## src/rtl/perceptron_pkg.sv

```systemverilog
// Shared widths, opcodes and state encodings for the UART-attached perceptron.
package perceptron_pkg;

   localparam int unsigned DATA_W = 8;
   localparam int unsigned SUM_W  = 18;

   localparam logic [DATA_W-1:0] OPC_LOAD_W = 8'h00;
   localparam logic [DATA_W-1:0] OPC_LOAD_X = 8'h01;

   typedef enum logic [2:0] {
      IDLE,
      OPC,
      DATA,
      SKIP,
      CALC,
      SEND
   } state_t;

   typedef enum logic [1:0] {
      RX_IDLE,
      RX_START,
      RX_BITS,
      RX_STOP
   } rx_state_t;

endpackage

```

## src/rtl/perceptron_uart.sv

```systemverilog
// 8N1 UART: synchronised receiver with centre sampling and a byte strobe,
// plus a transmitter that can chain bytes with no idle gap.
module perceptron_uart
   import perceptron_pkg::*;
#(
   parameter int unsigned BAUD_DIV = 430
) (
   input  logic              clk,
   input  logic              rst,
   input  logic              rx,
   output logic [DATA_W-1:0] rx_data,
   output logic              rx_valid,
   input  logic              tx_start,
   input  logic [DATA_W-1:0] tx_data,
   output logic              tx_ready_c,
   output logic              tx
);

   localparam int unsigned      CNT_W    = (BAUD_DIV > 2) ? $clog2(BAUD_DIV) : 2;
   localparam logic [CNT_W-1:0] CNT_LAST = CNT_W'(BAUD_DIV - 1);
   localparam logic [CNT_W-1:0] CNT_HALF = CNT_W'(BAUD_DIV / 2 - 1);

   logic [2:0]        sync;
   logic              rx_line;
   logic              rx_fall;
   rx_state_t         rx_state;
   rx_state_t         rx_state_next;
   logic [CNT_W-1:0]  rx_cnt;
   logic [2:0]        rx_bit;
   logic [DATA_W-1:0] rx_shift;

   logic [DATA_W:0]   tx_shift;
   logic [3:0]        tx_bit;
   logic [CNT_W-1:0]  tx_cnt;
   logic              tx_busy;

   // sync[1] is the synchronised line, sync[2] its previous value for edge detect
   always_ff @(posedge clk) begin
      if (rst) sync <= '1;
      else     sync <= {sync[1:0], rx};
   end

   assign rx_line = sync[1];
   assign rx_fall = sync[2] & ~sync[1];

   always_comb begin
      rx_state_next = rx_state;
      case (rx_state)
         RX_IDLE:  if (rx_fall) rx_state_next = RX_START;
         RX_START: if (rx_cnt == CNT_HALF) rx_state_next = rx_line ? RX_IDLE : RX_BITS;
         RX_BITS:  if (rx_cnt == CNT_LAST && rx_bit == 3'd7) rx_state_next = RX_STOP;
         RX_STOP:  if (rx_cnt == CNT_LAST) rx_state_next = RX_IDLE;
         default:  rx_state_next = RX_IDLE;
      endcase
   end

   // Counter restarts on every state change so each phase is timed from its own start
   always_ff @(posedge clk) begin
      if (rst) begin
         rx_state <= RX_IDLE;
         rx_cnt   <= '0;
         rx_bit   <= '0;
         rx_shift <= '0;
         rx_data  <= '0;
         rx_valid <= 1'b0;
      end else begin
         rx_state <= rx_state_next;
         rx_valid <= 1'b0;
         if (rx_state == RX_IDLE || rx_state != rx_state_next || rx_cnt == CNT_LAST)
            rx_cnt <= '0;
         else
            rx_cnt <= rx_cnt + 1'b1;
         if (rx_state == RX_START) rx_bit <= '0;
         if (rx_state == RX_BITS && rx_cnt == CNT_LAST) begin
            rx_shift <= {rx_line, rx_shift[DATA_W-1:1]};
            rx_bit   <= rx_bit + 1'b1;
         end
         if (rx_state == RX_STOP && rx_cnt == CNT_LAST && rx_line) begin
            rx_data  <= rx_shift;
            rx_valid <= 1'b1;
         end
      end
   end

   // Ready also at the last cycle of a stop bit so replies chain back-to-back
   assign tx_ready_c = !tx_busy || (tx_bit == 4'd9 && tx_cnt == CNT_LAST);

   always_ff @(posedge clk) begin
      if (rst) begin
         tx       <= 1'b1;
         tx_busy  <= 1'b0;
         tx_shift <= '1;
         tx_bit   <= '0;
         tx_cnt   <= '0;
      end else if (tx_start && tx_ready_c) begin
         tx       <= 1'b0;
         tx_busy  <= 1'b1;
         tx_shift <= {1'b1, tx_data};
         tx_bit   <= '0;
         tx_cnt   <= '0;
      end else if (tx_busy) begin
         if (tx_cnt == CNT_LAST) begin
            tx_cnt   <= '0;
            tx       <= tx_shift[0];
            tx_shift <= {1'b1, tx_shift[DATA_W:1]};
            if (tx_bit == 4'd9) tx_busy <= 1'b0;
            else                tx_bit  <= tx_bit + 1'b1;
         end else begin
            tx_cnt <= tx_cnt + 1'b1;
         end
      end
   end

endmodule

```

## src/rtl/perceptron_core.sv

```systemverilog
// Single-neuron perceptron: parses addressed UART frames into weights/inputs,
// runs a 4-cycle MAC and returns the sum and threshold decision.
module perceptron_core
   import perceptron_pkg::*;
#(
   parameter int unsigned BAUD_DIV  = 430,
   parameter int unsigned NODE_ADDR = 100,
   parameter int unsigned N_IN      = 4,
   parameter int unsigned THRESHOLD = 255
) (
   input  logic clk,
   input  logic nRst,
   input  logic host_tx,
   output logic uart_tx
);

   localparam int unsigned       IDX_W       = (N_IN > 1) ? $clog2(N_IN) : 1;
   localparam logic [IDX_W-1:0]  IDX_LAST    = IDX_W'(N_IN - 1);
   localparam int unsigned       SKIP_W      = $clog2(N_IN + 2);
   localparam logic [SKIP_W-1:0] SKIP_BYTES  = SKIP_W'(N_IN + 1);
   localparam logic [2:0]        REPLY_BYTES = 3'd4;
   localparam logic [DATA_W-1:0] ADDR_BYTE   = DATA_W'(NODE_ADDR);

   logic [DATA_W-1:0] rx_data;
   logic              rx_valid;
   logic              tx_start_c;
   logic [DATA_W-1:0] tx_byte_c;
   logic              tx_ready_c;

   state_t            parse_state;
   state_t            parse_next;
   logic [DATA_W-1:0] opcode;
   logic [IDX_W-1:0]  idx;
   logic [SKIP_W-1:0] skip_cnt;
   logic [DATA_W-1:0] w [N_IN];
   logic [DATA_W-1:0] x [N_IN];
   logic              calc_req_c;

   state_t            eng_state;
   state_t            eng_next;
   logic [IDX_W-1:0]  mac_idx;
   logic [SUM_W-1:0]  acc;
   logic [2:0]        send_idx;
   logic              pending;
   logic              act_c;

   perceptron_uart #(
      .BAUD_DIV (BAUD_DIV)
   ) u_uart (
      .clk        (clk),
      .rst        (nRst),
      .rx         (host_tx),
      .rx_data    (rx_data),
      .rx_valid   (rx_valid),
      .tx_start   (tx_start_c),
      .tx_data    (tx_byte_c),
      .tx_ready_c (tx_ready_c),
      .tx         (uart_tx)
   );

   // Frame parser: ADDR, OPCODE, then N_IN data bytes
   always_comb begin
      parse_next = parse_state;
      calc_req_c = 1'b0;
      if (rx_valid) begin
         case (parse_state)
            IDLE: parse_next = (rx_data == ADDR_BYTE) ? OPC : SKIP;
            OPC:  parse_next = DATA;
            DATA: if (idx == IDX_LAST) begin
                     parse_next = IDLE;
                     calc_req_c = (opcode == OPC_LOAD_X);
                  end
            SKIP: if (skip_cnt == SKIP_W'(1)) parse_next = IDLE;
            default: parse_next = IDLE;
         endcase
      end
   end

   always_ff @(posedge clk) begin
      if (nRst) begin
         parse_state <= IDLE;
         opcode      <= '0;
         idx         <= '0;
         skip_cnt    <= '0;
         w           <= '{default: '0};
         x           <= '{default: '0};
      end else begin
         parse_state <= parse_next;
         if (rx_valid) begin
            case (parse_state)
               IDLE: skip_cnt <= SKIP_BYTES;
               OPC: begin
                  opcode <= rx_data;
                  idx    <= '0;
               end
               DATA: begin
                  if (opcode == OPC_LOAD_W)      w[idx] <= rx_data;
                  else if (opcode == OPC_LOAD_X) x[idx] <= rx_data;
                  idx <= idx + 1'b1;
               end
               SKIP: skip_cnt <= skip_cnt - 1'b1;
               default: ;
            endcase
         end
      end
   end

   assign act_c = (acc > SUM_W'(THRESHOLD));

   // Compute/reply engine; a request that lands while busy is held in pending
   always_comb begin
      eng_next   = eng_state;
      tx_start_c = 1'b0;
      case (eng_state)
         IDLE: if (calc_req_c || pending) eng_next = CALC;
         CALC: if (mac_idx == IDX_LAST) eng_next = SEND;
         SEND: if (tx_ready_c) begin
                  if (send_idx == REPLY_BYTES) eng_next = IDLE;
                  else                         tx_start_c = 1'b1;
               end
         default: eng_next = IDLE;
      endcase
   end

   always_comb begin
      tx_byte_c = '0;
      case (send_idx)
         3'd0:    tx_byte_c = acc[7:0];
         3'd1:    tx_byte_c = acc[15:8];
         3'd2:    tx_byte_c = DATA_W'(acc[SUM_W-1:16]);
         3'd3:    tx_byte_c = DATA_W'(act_c);
         default: tx_byte_c = '0;
      endcase
   end

   always_ff @(posedge clk) begin
      if (nRst) begin
         eng_state <= IDLE;
         mac_idx   <= '0;
         acc       <= '0;
         send_idx  <= '0;
         pending   <= 1'b0;
      end else begin
         eng_state <= eng_next;
         case (eng_state)
            IDLE: begin
               acc      <= '0;
               mac_idx  <= '0;
               send_idx <= '0;
            end
            CALC: begin
               acc     <= acc + (SUM_W'(w[mac_idx]) * SUM_W'(x[mac_idx]));
               mac_idx <= mac_idx + 1'b1;
            end
            SEND: if (tx_start_c) send_idx <= send_idx + 1'b1;
            default: ;
         endcase
         if (eng_state == IDLE && eng_next == CALC) pending <= 1'b0;
         else if (calc_req_c)                       pending <= 1'b1;
      end
   end

endmodule

```

## config.mk

```make
export PLATFORM = sky130hd
export DESIGN_NAME = perceptron_core
export DESIGN_NICKNAME = d
export VERILOG_FILES = /design/src/rtl/perceptron_pkg.sv /design/src/rtl/perceptron_uart.sv /design/src/rtl/perceptron_core.sv
export SDC_FILE = /design/constraint.sdc
export NUM_CORES = 1
export LEC_CHECK = 0
export BUFFER_PORTS_ARGS = -buffer_cell sky130_fd_sc_hd__buf_2
export CORE_ASPECT_RATIO = 1.1
export CORE_MARGIN = 2
export CORE_UTILIZATION = 50
export DETAILED_ROUTE_END_ITERATION = 16
export HOLD_SLACK_MARGIN = 0.02
export PLACE_DENSITY = 0.7
export SYNTH_ARGS = -nofsm -noshare
export SYNTH_HDL_FRONTEND = slang
export SYNTH_SLANG_ARGS = --single-unit
```

## constraint.sdc

```tcl
create_clock -name clk -period 7.59 [get_ports clk]
set_input_delay 1.8975 -clock clk [delete_from_list [all_inputs] [get_ports clk]]
set_output_delay 1.8975 -clock clk [all_outputs]
set_load 0.01 [all_outputs]
```

== Word level (Yosys, flattened, before mapping) ==
Index checks and enable logic that the tools add are counted.
Widths: inputs -> output; s select.
Storage, ports and cells
  output and inout port bits: 1
  bits of input ports: 3
  logic and storage cells: 165
  register bits after elaboration: 164
Cells by class
  order comparisons: 4
  multiply operators: 1
  bitwise gates (word level): 6
  reduce and logical (&&, ||, !) cells: 37
  eq/ne operators: 27
  add/sub/neg operators: 9
  mux-type cells: 52
Operator list (count)
  $bwmux 32: 2
  $mux 8: 8
  $pmux 18 s2: 1
  $bmux 8 s2: 2
  $pmux 8 s4: 1
  $mux 3: 9
  $add 18x16->18: 1
  $add 9x1->9 const B: 2
  $eq 9x9->1 const B: 2
  $gt 18x8->1 const B: 1
  $demux 8 s2: 1
  $mul 8x8->16: 1
  $eq 3x3->1 const B: 5
  $mux 1: 14
  $reduce_bool 2->1: 7
  $eq 3x2->1 const B: 4
  $mux 2: 6
  $pmux 3 s2: 2
  $pmux 3 s4: 1
  $reduce_and 2->1: 5
  $eq 3x1->1 const B: 3
  $eq 9x8->1 const B: 1
  $logic_not 3->1: 3
  $mux 9: 1
  other kinds (28): 53

== Longest topological paths before layout ==
Gate-level depths: netlist of the first run.
  depth after elaboration: 10
  depth in mapped cells: 20

== Modules after synthesis ==
From an unflattened synthesis of the first run, not the netlist that was laid out.
Second synthesis, totals
  cell total of the unflattened synthesis: 1178
  area total of the unflattened synthesis: 10008.3 µm²
Modules (own cells, without submodules)
  perceptron_core: cells each 881, area each 7364.6 µm², instances 1
  perceptron_uart: cells each 297, area each 2643.8 µm², instances 1

== Worst setup path after synthesis of the first run ==
OpenSTA, ideal clock, no wires.
  path type: register -> register
  start point: register mac_idx[0]
  end point: register acc[16]
  data arrival time: 5.248 ns
  path buffers: 2
  stages on the path, launching flop included: 18
  clock period less this slack: 5.366 ns
  path slack: 2.224 ns
  path through: dfxtp_1 -> buf_2 -> buf_2 -> mux4_2 -> and2_1 -> fa_1 -> fa_1 -> fa_1 -> inv_1 -> fa_1 -> inv_1 -> ha_1 -> a21oi_1 -> nand2_1 -> o211ai_1 -> a21oi_1 -> or3_1 -> a32o_1
On the way
  cells in the longest elaborated chain, start to end: 7
  elaborated cells between the ends (all ways): 10
Ends and longest elaborated chain
  start: declaration: RTL line perceptron_core.sv:41  | logic [IDX_W-1:0] mac_idx;
  start signal: assignment: RTL line perceptron_core.sv:153  | mac_idx <= mac_idx + 1'b1;
  $not 2->3 (implied by the code) *: RTL line perceptron_core.sv:152  | acc <= acc + (SUM_W'(w[mac_idx]) * SUM_W'(x[mac_idx]));
  $bmux 8 s2: RTL line perceptron_core.sv:152
  $mux 8 (implied by the code) (2 in a row): RTL line perceptron_core.sv:152
  $mul 8x8->16 *: RTL line perceptron_core.sv:152
  $add 18x16->18 *: RTL line perceptron_core.sv:152
  $pmux 18 s2 *: RTL line perceptron_core.sv:145  | case (eng_state)
  end signal: assignment: RTL line perceptron_core.sv:152
  end: declaration: RTL line perceptron_core.sv:42  | logic [SUM_W-1:0] acc;
Every way passes the cells marked *; elsewhere a longest branch is shown, timed or not. The select of a mux whose other input is x is not followed.
A chain may end at the register's enable or synchronous reset.

== Worst setup path in the final report of the first run ==
Ends and elaborated chain as after synthesis.

==> results of run 1 <==
## layer usage
layer | up-vias | global-route usage [%] | wire length, µm
met5 | - | 0 | 0
met4 | 0 | 7.01 | 395
met3 | 26 | 3.80 | 733
met2 | 146 | 34.1 | 9920
met1 | 3572 | 29.3 | 9810
li1 | 3741 | - | -
## path summary, 6_finish.rpt
path	slack [ps]	start	end	cells after the start
worst max-delay path	1860	mac_idx[0]	acc[16]	16
worst min-delay path	410	u_uart.sync[0]	u_uart.sync[1]	1
worst max register to register	1860	mac_idx[0]	acc[16]	16
worst min register to register	410	u_uart.sync[0]	u_uart.sync[1]	1
## registers in the layout, indices dropped and copies added (netlist names), 8 cells and up
register / count
acc: 18
opcode: 8
u_uart.rx_cnt: 9
u_uart.rx_data: 8
u_uart.rx_shift: 8
u_uart.tx_cnt: 9
u_uart.tx_shift: 8
w: 32
x: 32
## worst max-delay path, delay by kind of cell, from the launching register on
kind,cells,cell delay (ps)
multiplexers,1,630
AO/OA/AOI/OAI,4,850
buffers and inverters,3,430
flip-flops,1,610
adder cells (fa/ha/maj),5,2420
AND/OR/NAND/NOR,3,660
## layout make-up
| type | instances | area, µm² | share of cell area, % |
|---|---|---|---|
| Multi-Input combinational cell | 795 | 5810 | 55.4 |
| Sequential cell | 163 | 3260 | 31.1 |
| Clock buffer | 18 | 429 | 4.09 |
| Inverter | 114 | 428 | 4.08 |
| Tap cell | 247 | 309 | 2.95 |
| Clock inverter | 14 | 193 | 1.84 |
| Timing Repair Buffer | 9 | 62.6 | 0.596 |
## synth_stat cells (5+ instances only)
master    instances  area [µm²]
inv_1           114         428
o21bai_1         11        82.6
o22a_1            5        43.8
buf_2            13        65.1
nor2_1           85         319
or2_2             5        31.3
and2_1           41         257
dfxtp_1         163        3260
xor2_1           18         158
ha_1             65         813
nand2b_1          6        37.5
nor3_1            8        40.0
a21oi_1         108         541
fa_1             50        1000
nand4_1          13        81.3
nand3_1          85         425
mux2i_1          19         190
or3_1             6        37.5
a21o_1            5        37.5
mux4_2           16         360
o211ai_1          7        52.6
o21ai_0          13        65.1
and3_1            8        50.1
a22oi_1          13        97.6
clkbuf_1         43         161
nand2_1         149         559
xnor2_1           6        52.6
a211oi_1          6        45.0
## power by group through the flow
| stage | Sequential [W] | Clock, W | Combinational [W] |
|---|---|---|---|
| floorplan | 0.000877 | 0 | 0.0000176 |
| global placement | 0.000878 | 0 | 0.0000212 |
| detailed placement | 0.000878 | 0 | 0.0000211 |
| CTS | 0.000858 | 0.000927 | 0.0000211 |
| global route | 0.000858 | 0.000962 | 0.0000233 |
| finish | 0.000858 | 0.000913 | 0.0000211 |
## kinds of logic after synthesis
| family | share of synthesized area [%] |
|---|---|
| and+or+nand+nor | 21.2 |
| DFF | 33.5 |
| xor gates and xnor gates | 2.16 |
| other | 0.0385 |
| AOI/OAI and AO/OA | 11.8 |
| adders and majority gates | 18.6 |
| muxes | 5.77 |
| buffers and inverters | 6.91 |
## per-stage QoR
stage | instance area, µm² | hold WS (ps)
after global routing | 10500 | 425
after global placement | 9870 | 394
final | 10500 | 410
after floorplan | 9740 | 389
after CTS | 10500 | 411
after detailed placement | 9870 | 395
==> metrics.md, run 1 <==
| Metric | Value |
|---|---|
| Crit start category | flop |
| Power per standard cell area | ~170 nW/µm² |
| Clock sink count | about 160 |
| Initial antenna violation count | 0 |
| Antenna diode count | 0 |
| Area grow syn2layout | 7.68% |
| Final Hold Viols | 0 |
| Routed via count | 7485 |
| GR Util All Layers | about a fifth |
| P_int | ~0.0014 W |
| PortBufs | 3 |
| Max_slew headroom | 37.3% |
| Detailed Routing Iterations Pass 1 | 5 |
| Ys flop type | dfxtp_1 |
| Clk pwr share | between 50% and 60% |
| Clock buffer depth | 2 |
| Die X | 137 µm |
| Synth async-reset ratio | 0% |
| Critical Path RT | a little under 8000 ps |
| Largest net degree at the start of global routing | between 90 and 100 |
| Worst-path cell chain | buf_4, mux4_2, and2_1, fa_1, fa_1, fa_1, inv_1, fa_1, inv_1, ha_1, a21oi_1, nand2_1, o211ai_1, a21oi_1, or3_1, a32o_1 |
| Syn Area/Cell | 8.62 µm² |
| DR iter-0 viols | about 720 |
| Final setup violation count | 0 |
| Nets | ~1200 |
| DR WL/cell | around 15 µm |
| Die Area | around 21000 µm² |
| CTS tree | yes |
| Post-Syn Area | a little under 10000 µm² |
| Vias per inst | between 5 and 6 |
| Setup Skew | approximately 13 ps |
| Commonest non-fill, non-tap cell in the layout | dfxtp_1 |
| Switching part of the total | around 23% |
| TNS Setup | 0 ps |
| Row cnt | 53 |
| Synth warn | 0 |
| IO Count | 4 |
| Most frequent cells in the layout | dfxtp_1, nand2_1, inv_1 |
| Layout cells sized above 1 | under 10% |
| Post-synth EDFFs | 0 |
| Clock-pin transition on the worst setup and hold timing paths | about 70 ps |
| Tmin final | ~5700 ps |
| Critical Path Max Stage Delay | 630 ps |
| CTS H-tree lvls | 4 |
| Critical Path AT | around 6100 ps |
| Fin worst setup slack | about 1900 ps |
| Crit path max fanout | 11 |
| Crit-path most repeated cell | fa_1 |
| Status | finished, final reports clean |
| Yosys cell types | just under 60 |
| WS Path Type | flop to flop |
| First-pass GRT wire length | between 30000 and 40000 µm |
| Slew of the pin with the lowest slew margin | around 940 ps |
| CP Capture Type | flop |
| RSZ-0062 raised after global routing | no |
| CORE AREA | ~19000 µm² |
| Max_cap viols | 0 |
| Slowest cell on crit path | mux4_2 |
| Setup bufs post-CTS | 0 |
| LEAKAGE | 4.24 nW |
| GR Overflow Total | 0 |
| Worst Hold Class | flop to flop |
| Routed Antenna Nets | 0 |
| Clk_lat worst skew | 440 ps |
| Number of remaining DRC errors | 0 |
| Clk root buf | clkbuf_16 |
| Sequential power share | a little under half |
| Comb pwr share | between 1 and 1.5% |
| Syn_nets | about 1200 |
| Power, Total | 0.00179 W |
| Initial Util | 51.0% |
| Final Max Tran Viols | 0 |
| Gpl congestion | about 0.87 |
| Fmax | 0.174 GHz |
| Dpl hpwl | approximately 15000 µm |
| Pre-CTS setup slack | 1860 ps |
| Dpl cells | between 1000 and 1500 |
| Inserted Clock Buffers | 17 |
| Final Instance Count excl. Fillers | between 1000 and 1500 |
| Peak VDD IR | roughly 0.19 mV |
| Post-CTS Resized | 0 |
| Vias in the first global route | between 6000 and 7000 |
| Sequential-to-total area share from yosys stat | between 30% and 40% |
| Mapped Cells | 1131 |
| Count of hold-fix buffers inserted at cts | 0 |
| Post-Route WL | 20900 µm |
| P_sw | ~0.00040 W |
| Fill count | 1724 |
| Final worst path period share | between 70% and 80% |
| Final core area utilization | 54.9% |
| Die height | between 150 and 200 µm |
| Flops & latches, synth | approximately 160 |
Power figures use the tool's default switching activity.
==> run 2, diff against run 1 <==
- ABC_AREA: default -> 1
- clock period: 7.59 -> 5.9 ns (I/O delays scaled with it)
==> metrics.md, run 2 <==
| Metric | Value |
|---|---|
| Status | finished, final reports clean |
| Clk_lat worst skew | 430 ps |
| Routed via count | around 8700 |
| Crit path max-delay family | adder cells |
| Post-Route WL | ~23000 µm |
| Post-synth top area share | between 30% and 40% |
| Initial antenna violation count | 0 |
| Clock sink count | around 160 |
| Crit path max fanout | 14 |
| Vias per inst | around 5.0 |
| GR Util All Layers | a little under a quarter |
| Comb pwr share | under 10% |
| Antenna diode count | 0 |
| DR WL/cell | around 14 µm |
| Sequential-to-total area share from yosys stat | approximately a third |
| Gpl congestion | roughly 0.87 |
| Post-CTS Resized | 0 |
| Pre-CTS setup slack | around 850 ps |
| Ys flop type | dfxtp_1 |
| Hold Path End | u_uart.sync[1] |
| CORE AREA | about 20000 µm² |
| Critical Path RT | around 6200 ps |
| P_int | around 0.0017 W |
| P_sw | 0.000542 W |
| Final worst path period share | between 80 and 90% |
| Layout cells sized above 1 | a little over 4% |
| First-pass GRT wire length | about 40000 µm |
| Die height | 154 µm |
| Tmin final | between 5000 and 6000 ps |
| Fill count | around 1900 |
| Inserted Clock Buffers | 17 |
| Number of remaining DRC errors | 0 |
| Count of hold-fix buffers inserted at cts | 0 |
| Commonest non-fill, non-tap cell in the layout | inv_1 |
| RSZ-0062 raised after global routing | no |
| Die Area | roughly 22000 µm² |
| Fmax | between 0.15 and 0.2 GHz |
| CP Capture Type | flop |
| Mapped Cells | 1476 |
| Max_slew headroom | between 20% and 30% |
| Slew of the pin with the lowest slew margin | around 1100 ps |
| CTS H-tree lvls | 4 |
| Count leader, synth | inv_1 |
| Dpl hpwl | 17300 µm |
| Synth area leader | dfxtp_1 |
| GR Overflow Total | 0 |
| Final Hold Viols | 0 |
| Power per standard cell area | between 200 and 250 nW/µm² |
| Largest registers | w (32), x (32), acc (18) |
| Clk pwr share | just under 50% |
| Peak VDD IR | 0.198 mV |
| CTS tree | yes |
| WHS Path Cells | 1 |
| Final setup violation count | 0 |
| DR iter-0 viols | ~500 |
| Leading post-synthesis cells by cell area | dfxtp_1, inv_1, nand2_1 |
| Worst reg-to-reg path cell count | 19 |
| Crit-path most repeated cell | inv_1 |
| Fin worst setup slack | 766 ps |
| Most frequent cells in the layout | inv_1, nand2_1, nor2_1 |
| Synth cell count leaders | inv_1, nand2_1, nor2_1, dfxtp_1, a21oi_1 |
| Flop2flop setup slack | 770 ps |
| Slowest cell on crit path | fa_1 |
| Worst Hold Class | flop to flop |
| Routed Antenna Nets | 0 |
| Worst-path cell chain | inv_1, a21oi_1, a32oi_1, inv_1, nor2_1, fa_1, fa_1, fa_1, inv_1, fa_1, inv_1, ha_1, nand2_1, inv_1, nand2_1, nand3_1, or2_2, nand3_1, a21oi_1 |
| TNS Setup | 0 ps |
| LEAKAGE | 5.23 nW |
| Clock buffer depth | 2 |
| Initial Util | 51.3% |
| Nets | 1579 |
| Worst flop-to-flop path endpoint | acc[9] |
| Clock-pin transition on the worst setup and hold timing paths | roughly 70 ps |
| Hold_sp | u_uart.sync[0] |
| Largest net degree at the start of global routing | 73 |
| PortBufs | 3 |
| Sequential power share | 48.9% |
| Max_cap viols | 0 |
| Flops & latches, synth | 163 |
| Synth async-reset ratio | 0% |
| Critical Path Max Stage Delay | between 500 and 600 ps |
| WP buf/inv | 5 |
| Row cnt | 54 |
| Reg2reg start | mac_idx[1] |
| Vias in the first global route | 8332 |
| Area grow syn2layout | 8.08% |
| Post-synth EDFFs | 0 |
| Worst hold slack | between 400 and 500 ps |
| Syn_nets | about 1600 |
| Critical Path AT | 5420 ps |
| Die X | about 140 µm |
| Clk root buf | clkbuf_16 |
| Detailed Routing Iterations Pass 1 | 5 |
| Switching part of the total | roughly a quarter |
| Setup Skew | ~15 ps |
| Yosys cell types | 35 |
| Synth warn | 0 |
| Post-Syn Area | ~10000 µm² |
| Final Max Tran Viols | 0 |
| WS Path Type | flop to flop |
| Crit start category | flop |
| Setup bufs post-CTS | 0 |
| IO Count | 4 |
| Syn Area/Cell | around 6.9 µm² |
## run 2: changes by cell type after synthesis, sizes merged, moves of 19 or more
cell   delta
and2     -38
inv     +199
mux2i    -19
nand2   +157
nand3    -20
nor2     +98
o21ai    +68
## run 2: worst max path at each step
| stage | slack, ps | cells after the start | start | to |
|---|---|---|---|---|
| 2_1_floorplan | 1280 | 20 | mac_idx[0] | acc[9] |
| 3_3_place_gp | 960 | 20 | mac_idx[1] | acc[9] |
| 3_5_place_dp | 850 | 20 | mac_idx[1] | acc[9] |
| 4_1_cts | 850 | 20 | mac_idx[1] | acc[9] |
| 5_1_grt | 420 | 22 | mac_idx[1] | acc[10] |
| 6_report | 770 | 19 | mac_idx[1] | acc[9] |
## run 2: logic make-up after synthesis
| kind of cell | count (synthesis) | synth area share (%) |
|---|---|---|
| AND/OR/NAND/NOR | 600 | 24.0 |
| buffers and inverters | 363 | 13.5 |
| AO/OA/AOI/OAI | 222 | 11.7 |
| flip-flops | 163 | 31.9 |
| adder cells (fa/ha/maj) | 115 | 17.8 |
| XOR/XNOR | 12 | 1.03 |
| other | 1 | 0.0367 |
## run 2: power groups by stage
stage	sequential [W]	clock, W	combinational [W]
final	0.00110	0.00111	0.0000379
after global routing	0.00110	0.00118	0.0000435
after CTS	0.00110	0.00113	0.0000382
after detailed placement	0.00113	0	0.0000380
after global placement	0.00113	0	0.0000378
after floorplan	0.00113	0	0.0000298
## run 2: layout make-up
cell class,instances,area (µm²),share of cell area (%)
clock inverters,14,165,1.50
flip-flops and latches,163,3260,29.5
well taps,252,315,2.86
repair buffers,15,118,1.07
multi-input cells,950,5570,50.5
clock buffers,18,429,3.89
inverters,314,1180,10.7
## run 2: layer usage
metal	vias up	routed length, µm	GRT usage [%]
met1	3987	10900	30.1
met5	-	0	0
met2	170	11100	38.6
met4	0	465	7.22
met3	37	822	3.46
li1	4488	-	-
## run 2: per-stage QoR
step / total power (W) / std cells / instance area, µm² / util (%)
finish: 0.00226 / 1726 / 11000 / 55.4
global route: 0.00232 / 1726 / 11000 / 55.4
CTS: 0.00227 / 1726 / 11000 / 55.4
detailed placement: 0.00117 / 1694 / 10400 / 52.4
global placement: 0.00117 / 1694 / 10400 / 52.4
floorplan: 0.00116 / 1476 / 10200 / -
==> run 3, diff against run 2 <==
- ABC_AREA: 1 -> default
- CORE_UTILIZATION: 50 -> 60
- CTS_CLUSTER_DIAMETER: default -> 100
- PLACE_DENSITY: 0.7 -> 0.81
==> metrics.md, run 3 (synthesis gave the netlist of run 1 again) <==
| Metric | Value |
|---|---|
| Detailed Routing Iterations Pass 1 | 5 |
| Worst-path cell chain | buf_4, mux4_2, and2_1, fa_1, fa_1, fa_1, inv_1, fa_1, inv_1, ha_1, a21oi_1, nand2_1, o211ai_1, a21oi_1, or3_1, a32o_1 |
| Crit path max fanout | 12 |
| IO Count | 4 |
| Hold Path End | u_uart.sync[1] |
| Final Max Tran Viols | 0 |
| Area after DPL | 9830 µm² |
| GR Util All Layers | between 20% and 30% |
| Clk root buf | clkbuf_16 |
| TNS Setup | 0 ps |
| Slew of the pin with the lowest slew margin | 969 ps |
| Routed via count | 7732 |
| Count of hold-fix buffers inserted at cts | 0 |
| Comb pwr share | roughly 1.3% |
| Design Area, Final | between 10000 and 15000 µm² |
| Initial antenna violation count | 0 |
| Setup bufs post-CTS | 0 |
| Final setup violation count | 0 |
| RSZ-0062 raised after global routing | no |
| Critical Path AT | approximately 5700 ps |
| Final Hold Viols | 0 |
| Switching part of the total | around a quarter |
| Flop2flop setup slack | 530 ps |
| Final worst path period share | between 90% and 100% |
| Post-Route WL | around 22000 µm |
| Routed Antenna Nets | 0 |
| Most frequent cells in the layout | dfxtp_1, nand2_1, inv_1 |
| Hold_sp | u_uart.sync[0] |
| Area grow syn2layout | 7.00% |
| Sequential power share | between 40% and 50% |
| PortBufs | 3 |
| CP Capture Type | flop |
| WS Path Type | flop to flop |
| Fill count | around 1200 |
| Worst flop-to-flop path endpoint | acc[16] |
| Clk_lat worst skew | 430 ps |
| Setup Skew | 14.6 ps |
| Crit start category | flop |
| GR Overflow Total | 0 |
| Critical Path RT | about 6200 ps |
| Antenna diode count | 0 |
| Commonest non-fill, non-tap cell in the layout | dfxtp_1 |
| Worst Hold Class | flop to flop |
| WHS Path Cells | 1 |
| Crit. Startpoint | mac_idx[0] |
| P_sw | roughly 0.00055 W |
| Vias per inst | 5.88 |
| Initial Util | approximately three fifths |
| DR iter-0 viols | 761 |
| Power per standard cell area | 213 nW/µm² |
| Inserted Clock Buffers | 17 |
| DR WL/cell | 16.4 µm |
| Clk pwr share | 49.1% |
| Clock buffer depth | 2 |
| Fmax | between 0.15 and 0.2 GHz |
| Row cnt | between 40 and 50 |
| Worst reg-to-reg path cell count | 16 |
| Crit path max-delay family | adder cells |
| LEAKAGE | between 4 and 5 nW |
| CORE AREA | between 15000 and 20000 µm² |
| Max_cap viols | 0 |
| Layout cells sized above 1 | roughly 6.6% |
| Status | finished, final reports clean |
| P_int | approximately 0.0017 W |
| Dpl hpwl | 15300 µm |
| First-pass GRT wire length | around 36000 µm |
| Slowest cell on crit path | mux4_2 |
| Peak VDD IR | 0.202 mV |
| Max_slew headroom | between 30% and 40% |
| Nets | about 1200 |
| Largest registers | w (32), x (32), acc (18) |
| Clock sink count | 163 |
| Die X | approximately 130 µm |
| CTS H-tree lvls | 4 |
| Largest net degree at the start of global routing | 73 |
| WP buf/inv | 3 |
| Post-CTS Resized | 0 |
| Clock-pin transition on the worst setup and hold timing paths | 70 ps |
| Number of remaining DRC errors | 0 |
| CTS tree | yes |
| Gpl congestion | 0.969 |
| Critical Path Max Stage Delay | about 640 ps |
| Crit-path most repeated cell | fa_1 |
| Die height | ~140 µm |
| Vias in the first global route | 7498 |
| Final core area utilization | between 60 and 70% |
| Die Area | between 15000 and 20000 µm² |
| Reg2reg start | mac_idx[0] |
| Tmin final | between 5000 and 6000 ps |
[run 3: changes by cell type in the layout (fill, tap and decap cells not counted), sizes merged, moves of 17 or more]
cell / previous run / this run
and2: 3 / 41
nand2: 307 / 150
nand3: 65 / 85
mux2i: 0 / 19
a32oi: 17 / 0
o21ai: 81 / 13
nor2: 186 / 88
inv: 320 / 120
[run 3: per-stage QoR]
step | setup slack (ps) | hold slack [ps] | total power [W] | std cells
detailed placement | 589 | 395 | 0.00116 | 1284
global route | 313 | 445 | 0.00229 | 1316
finish | 528 | 413 | 0.00222 | 1316
global placement | 700 | 392 | 0.00116 | 1284
CTS | 558 | 413 | 0.00224 | 1316
floorplan | 534 | 389 | 0.00115 | 1131
[run 3: area by class of cell]
type                       instances  area (µm²)  area share (%)
tap                              200         250            2.40
timing repair buffer              12        85.1           0.816
inverter                         114         428            4.10
clock buffer                      17         425            4.08
sequential                       163        3260            31.3
multi-input combinational        795        5810            55.7
clock inverter                    15         166            1.60
[run 3: power groups by stage]
| stage | combinational [W] | clock (W) | sequential [W] |
|---|---|---|---|
| after detailed placement | 0.0000285 | 0 | 0.00113 |
| final | 0.0000287 | 0.00109 | 0.00110 |
| after floorplan | 0.0000227 | 0 | 0.00113 |
| after global routing | 0.0000308 | 0.00116 | 0.00110 |
| after global placement | 0.0000283 | 0 | 0.00113 |
| after CTS | 0.0000285 | 0.00110 | 0.00110 |
[run 3: worst register-to-register path: stages, from the launching register on]
cell and delay, ps:
dfxtp_1 340, buf_4 240, mux4_2 650, and2_1 240, fa_1 500, fa_1 520
fa_1 540, inv_1 50, fa_1 530, inv_1 40, ha_1 330, a21oi_1 200
nand2_1 90, o211ai_1 260, a21oi_1 130, or3_1 350, a32o_1 240
[run 3: metal layers]
| layer | up-vias | GRT usage (%) | share of wire (%) |
|---|---|---|---|
| met2 | 234 | 44.2 | 49 |
| met4 | 0 | 12.8 | 4.6 |
| met5 | - | 0 | 0 |
| li1 | 3726 | - | - |
| met3 | 58 | 4.93 | 4.6 |
| met1 | 3714 | 31.4 | 42 |
[run 3: worst max-delay path by stage]
stage	end	cells after the start
2_1_floorplan	acc[16]	17
3_3_place_gp	acc[16]	16
3_5_place_dp	acc[15]	16
4_1_cts	acc[16]	16
5_1_grt	acc[16]	16
6_report	acc[16]	16
